$ cat config.mk
export PLATFORM = sky130hd
export DESIGN_NAME = fetch_unit
export DESIGN_NICKNAME = d
export VERILOG_FILES = /design/src/rtl/fetch_unit.sv
export SDC_FILE = /design/constraint.sdc
export NUM_CORES = 1
export LEC_CHECK = 0
export BUFFER_PORTS_ARGS = -buffer_cell sky130_fd_sc_hd__buf_2
export CAP_MARGIN = 20
export CORE_UTILIZATION = 53
export DETAILED_ROUTE_END_ITERATION = 6
export PLACE_DENSITY = 0.86
export SYNTH_ARGS = -nofsm -noshare
export SYNTH_HDL_FRONTEND = slang
export SYNTH_SLANG_ARGS = --single-unit
$ cat constraint.sdc
create_clock -name clk -period 3.5 [get_ports clk]
set_input_delay 0.7 -clock clk [delete_from_list [all_inputs] [get_ports clk]]
set_output_delay 0.7 -clock clk [all_outputs]
set_load 0.01 [all_outputs]
$ cat src/rtl/fetch_unit.sv
// fetch_unit: instruction fetch stage.
// Walks the sequential PC, keeps at most one instruction-memory request in
// flight, and pushes each returned {pc, instr} pair into the instruction FIFO.
// A backend redirect restarts fetch at a new PC. If the redirect arrives while
// a response is still owed, that response is squashed in the DROP state.
module fetch_unit #(
    parameter int              XLEN     = 32,
    parameter logic [XLEN-1:0] RESET_PC = '0
) (
    input  logic              clk,
    input  logic              reset,
    output logic              imem_req_valid,
    input  logic              imem_req_ready,
    output logic [XLEN-1:0]   imem_req_addr,
    input  logic              imem_resp_valid,
    input  logic [XLEN-1:0]   imem_resp_data,
    input  logic              fifo_full,
    output logic              fifo_write_en,
    output logic [2*XLEN-1:0] fifo_write_data,
    input  logic              redirect_valid,
    input  logic [XLEN-1:0]   redirect_pc,
    output logic [31:0]       fetch_count
);

    typedef enum logic [2:0] {
        ST_IDLE = 3'd0,
        ST_REQ  = 3'd1,
        ST_WAIT = 3'd2,
        ST_PUSH = 3'd3,
        ST_DROP = 3'd4
    } state_t;

    state_t          state_reg,       state_next;
    logic [XLEN-1:0] pc_reg,          pc_next;
    logic [XLEN-1:0] hold_instr_reg,  hold_instr_next;
    logic [31:0]     fetch_count_reg, fetch_count_next;

    logic [XLEN-1:0] redirect_target;
    logic [XLEN-1:0] pc_plus4;
    logic            unused_redirect_low;

    // The low two redirect bits are dropped so every fetch stays word aligned.
    assign redirect_target     = {redirect_pc[XLEN-1:2], 2'b00};
    assign unused_redirect_low = ^redirect_pc[1:0];
    assign pc_plus4            = pc_reg + {{(XLEN-3){1'b0}}, 3'b100};

    // State and datapath registers.
    always_ff @(posedge clk) begin
        if (reset) begin
            state_reg       <= ST_IDLE;
            pc_reg          <= RESET_PC;
            hold_instr_reg  <= '0;
            fetch_count_reg <= '0;
        end else begin
            state_reg       <= state_next;
            pc_reg          <= pc_next;
            hold_instr_reg  <= hold_instr_next;
            fetch_count_reg <= fetch_count_next;
        end
    end

    // Next-state logic; a redirect overrides every other event.
    always_comb begin
        state_next       = state_reg;
        pc_next          = pc_reg;
        hold_instr_next  = hold_instr_reg;
        fetch_count_next = fetch_count_reg;
        if (redirect_valid) begin
            pc_next = redirect_target;
            case (state_reg)
                ST_IDLE: state_next = ST_REQ;
                // An accepted old-PC request still owes a response: squash it.
                ST_REQ:  state_next = imem_req_ready  ? ST_DROP : ST_REQ;
                ST_WAIT: state_next = imem_resp_valid ? ST_REQ  : ST_DROP;
                ST_PUSH: state_next = ST_REQ;
                ST_DROP: state_next = imem_resp_valid ? ST_REQ  : ST_DROP;
                default: state_next = ST_IDLE;
            endcase
        end else begin
            case (state_reg)
                ST_IDLE: state_next = ST_REQ;
                ST_REQ: begin
                    if (imem_req_ready) begin
                        state_next = ST_WAIT;
                    end
                end
                ST_WAIT: begin
                    if (imem_resp_valid) begin
                        state_next      = ST_PUSH;
                        hold_instr_next = imem_resp_data;
                    end
                end
                ST_PUSH: begin
                    // Full is re-sampled every cycle; data is held until it drops.
                    if (!fifo_full) begin
                        state_next       = ST_REQ;
                        pc_next          = pc_plus4;
                        fetch_count_next = fetch_count_reg + 32'd1;
                    end
                end
                ST_DROP: begin
                    if (imem_resp_valid) begin
                        state_next = ST_REQ;
                    end
                end
                default: state_next = ST_IDLE;
            endcase
        end
    end

    // Output decode: Moore outputs from state and registers, push strobe is Mealy.
    always_comb begin
        imem_req_valid  = (state_reg == ST_REQ);
        imem_req_addr   = pc_reg;
        fifo_write_data = {pc_reg, hold_instr_reg};
        fifo_write_en   = (state_reg == ST_PUSH) && !fifo_full && !redirect_valid;
        fetch_count     = fetch_count_reg;
    end

    // A response is only legal while one is owed (WAIT or DROP).
    resp_only_when_outstanding: assert property (
        @(posedge clk) disable iff (reset)
        imem_resp_valid |-> (state_reg == ST_WAIT || state_reg == ST_DROP)
    );

endmodule
==> impl.org <==
** Clock tree
- Clock root buffer master :: clkbuf_8
- H-Tree Depth :: 3
- In this run, post-CTS hold repair placed 0 buffers.
- After clock tree synthesis, the clock-pin slew on the worst setup and hold paths is between 0.1 and 0.15 ns.
- Max Buffers Root-to-Sink :: 2
- Total CTS buffers :: 9
- In this run, post-CTS repair resized a total of 0 instances.
- Post-CTS timing repair inserted 0 buffers for setup.
- TritonCTS built the clock tree.
- Clock sink count :: a little under 100
- At the later pin of the worst-skew pair, clock insertion delay measures 0.36 ns.

** Cells and area
- Diodes inserted :: 0
- Final #Nets :: 847
- Share of post-route cells with drive strength above 1 :: roughly 30%
- Commonest non-fill, non-tap cells in the layout :: buf_2, nand2_1, dfxtp_1, a21oi_1, nor2_1
- Most frequent standard cell in the layout excluding fill and tap cells :: buf_2
- The finished cells cover 6020 µm².
- Relative to the synthesized area, the layout overhead comes to 19.3%.

** Timing
- Setup repair after global routing left no endpoint under its margin.
- Worst setup slack after layout :: roughly 0.79 ns
- The smallest clock period supported by the final layout is computed as approximately 2.7 ns.
- Number of endpoints failing setup at the final stage :: 0
- In this run the tightest slew margin relative to its limit is between 20% and 30%.
- Tightest Pin Transition :: around 1.1 ns
- Post-Route Setup TNS :: 0 ns
- Between clock sinks in the finished design, the worst skew comes to roughly 0.011 ns.
- The number of max-slew violations in the final report came to 0.
- On the final layout, the worst hold slack is around 0.46 ns.
- Of the available clock period, the critical path in the final layout requires ~77%.
- The number of failing hold endpoints at the final stage came to 0.
- Derived from the worst setup path, the maximum achievable clock frequency is 0.370 GHz.

** Logic synthesis
- Ranking of synthesized cells by area :: dfxtp_1, nand2_1, a21oi_1
- The number of different library cells used by synthesis comes to 54.
- Top-area cell type share of the netlist area :: between 30% and 40%
- Synthesis handed over a netlist of 636 instances.
- The largest total area in the synthesized netlist belongs to dfxtp_1.
- Cell area after synthesis :: 5050 µm²
- Synthesis-stage register bit count :: 97
- Proportion of register bits with asynchronous set or reset after synthesis :: 0%
- Number of synthesized flops with an enable pin :: 0
- Mean cell area of the mapped netlist :: 7.93 µm²
- Yosys printed 0 warnings.
- Most instantiated flip-flop cell in the synthesis netlist :: dfxtp_1
- Of the synthesized area, sequential elements account for roughly 38%.

** Placed design
- Worst Setup Slack post-DPL :: a little over 0.7 ns
- Summing all placed instances gives a cell area of between 5000 and 6000 µm².
- The HPWL after detailed placement is roughly 10000 µm.
- Buffers placed on the I/O ports in this run total around 190.
- At the end of routability-driven placement, the weighted congestion stood at approximately 0.89.

** Critical path
- On the worst path, the slowest cell contributes a delay of around 0.44 ns.
- By instance count, the cell type seen most on the critical path is buf_2.
- Critical path startpoint category :: input pin
- The signal on the critical path passes through buf_2 -> or2_2 -> nor2_1 -> buf_2.
- Required time of the worst setup path :: 2.80 ns
- STA classifies the critical path endpoint as an output port.
- The worst setup path is of the input pin to output port kind.
- In this run the worst path has a maximum fanout of 32.
- For this design, the slowest cell found on the critical path is or2_2.
- Arrival time at the worst endpoint :: approximately 2 ns

** GRT
- The initial antenna violation count is 0.
- Summed over all layers, the global routing overflow is 0.
- For this run, the total global-route usage over all layers was measured as a little over a quarter.
- Global-route wire length before repair :: around 22,000 µm
- Entering global routing, the biggest net connects 42 pins.
- The number of global-route vias before repair came to between 4,000 and 5,000.

** Route
- The detail route stage leaves a number of antenna-violating nets equal to 0.
- The detailed router finished its first iteration with 338 violations.
- For this block, the via count after detailed routing is 5,295.
- Number of iterations in the first detailed-routing pass :: 5
- Dividing the detail-routed wire length by the instance count gives roughly 15 µm.
- The final layout contains routed wiring with a total length of 13,700 µm.
- In the routed layout, each cell is associated on average with a via count of 5.83.
- Number of remaining DRC errors :: 0

** Power
- Leakage :: around 2.5 nW
- VDD IR-drop max :: between 200 and 250 µV
- Power density over the cells :: about 350 nW/µm²

** Die
- Die ar. :: roughly 9900 µm²
- I/O pin total :: 200
- The initialized floorplan defines 35 standard-cell rows.
- After floorplanning, the core was sized to cover between 9000 and 10,000 µm².
- Width of the die :: between 90 and 100 µm
- The die is ~100 µm tall.
- For this configuration, the core starts out at a cell density of 54.6%.

** Status
- Result of the run :: finished clean

** Job
- The tool flagged a number of max-cap violations equal to 0.

** Min path
- The tightest min-delay check is of the register to register type.
## cell families (layout without fill, tap and decap cells)
group / Yosys count / after routing / synth area share (%)
buffers and inverters: 86 / 227 / 8.98
adder cells (fa/ha/maj): 2 / 2 / 0.496
multiplexers: 8 / 8 / 1.71
flip-flops: 97 / 97 / 38.5
AND/OR/NAND/NOR: 293 / 293 / 30.2
AO/OA/AOI/OAI: 130 / 130 / 16.8
other: 1 / 4 / 0.0743
XOR/XNOR: 19 / 19 / 3.30
## power by group
part           total (mW)  internal [mW]  switching, mW  leakage [nW]
registers            1.18           1.13         0.0477         0.789
clock network       0.721          0.295          0.426        0.0973
logic               0.230          0.103          0.127          1.62
total                2.13           1.53          0.601          2.50
## final timing paths
path	slack, ns	startpoint	to	cells after the start
hold / removal	0.46	hold_instr_reg[19]	hold_instr_reg[19]	2
setup reg to reg	1.05	state_reg[0]	imem_req_addr[28]	5
setup / recovery	0.79	redirect_valid	fifo_write_en	4
hold reg to reg	0.46	hold_instr_reg[19]	hold_instr_reg[19]	2
## synthesized netlist by cell type (3+ instances only)
library cell,instances
a31oi_1,3
nand4_1,24
and2_1,4
o31a_1,3
xnor2_1,8
nand2_1,98
mux2_2,5
nor2b_1,9
o41ai_1,5
or4_1,11
inv_1,12
dfxtp_1,97
or3_1,16
o211ai_1,4
clkbuf_1,36
a211oi_1,10
and3_1,10
mux2i_1,3
or2_2,9
nor4_1,15
o221ai_1,5
o21ai_0,15
buf_4,34
and4_1,10
nor2_1,40
xor2_1,11
o31ai_1,10
o311ai_0,5
nor3_1,14
a21oi_1,55
nand3_1,22
a311oi_1,3
## through the flow
| step | power, mW | utilization, % | instances |
|---|---|---|---|
| final | 2.13 | 65.2 | 909 |
| after global routing | 2.22 | 65.2 | 909 |
| after CTS | 2.14 | 65.2 | 909 |
| after detailed placement | 1.43 | 63.1 | 893 |
| after global placement | 1.42 | 63.1 | 893 |
| after floorplan | 1.35 | - | 639 |
## per-layer routing
metal	routed length (µm)	share of wire (%)	GRT usage, %	vias to the layer above
li1	-	-	-	2559
met2	6800	50	47.2	245
met5	0	0	0	-
met3	910	6.6	4.15	29
met1	5630	41	33.1	2462
met4	346	2.5	12.6	0
## layout make-up
class	count	area [µm²]
clock inverter	6	56.3
multi-input combinational	456	2670
fill	802	3220
tap	129	161
inverter	12	45.0
clock buffer	10	138
sequential	97	1940
timing repair buffer	199	1010
## critical path, delay by kind of cell
family	cells	cell delay [ns]
buffers and inverters	2	0.50
AND/OR/NAND/NOR	2	0.80
Note: power is estimated with default switching activity, not from simulation.
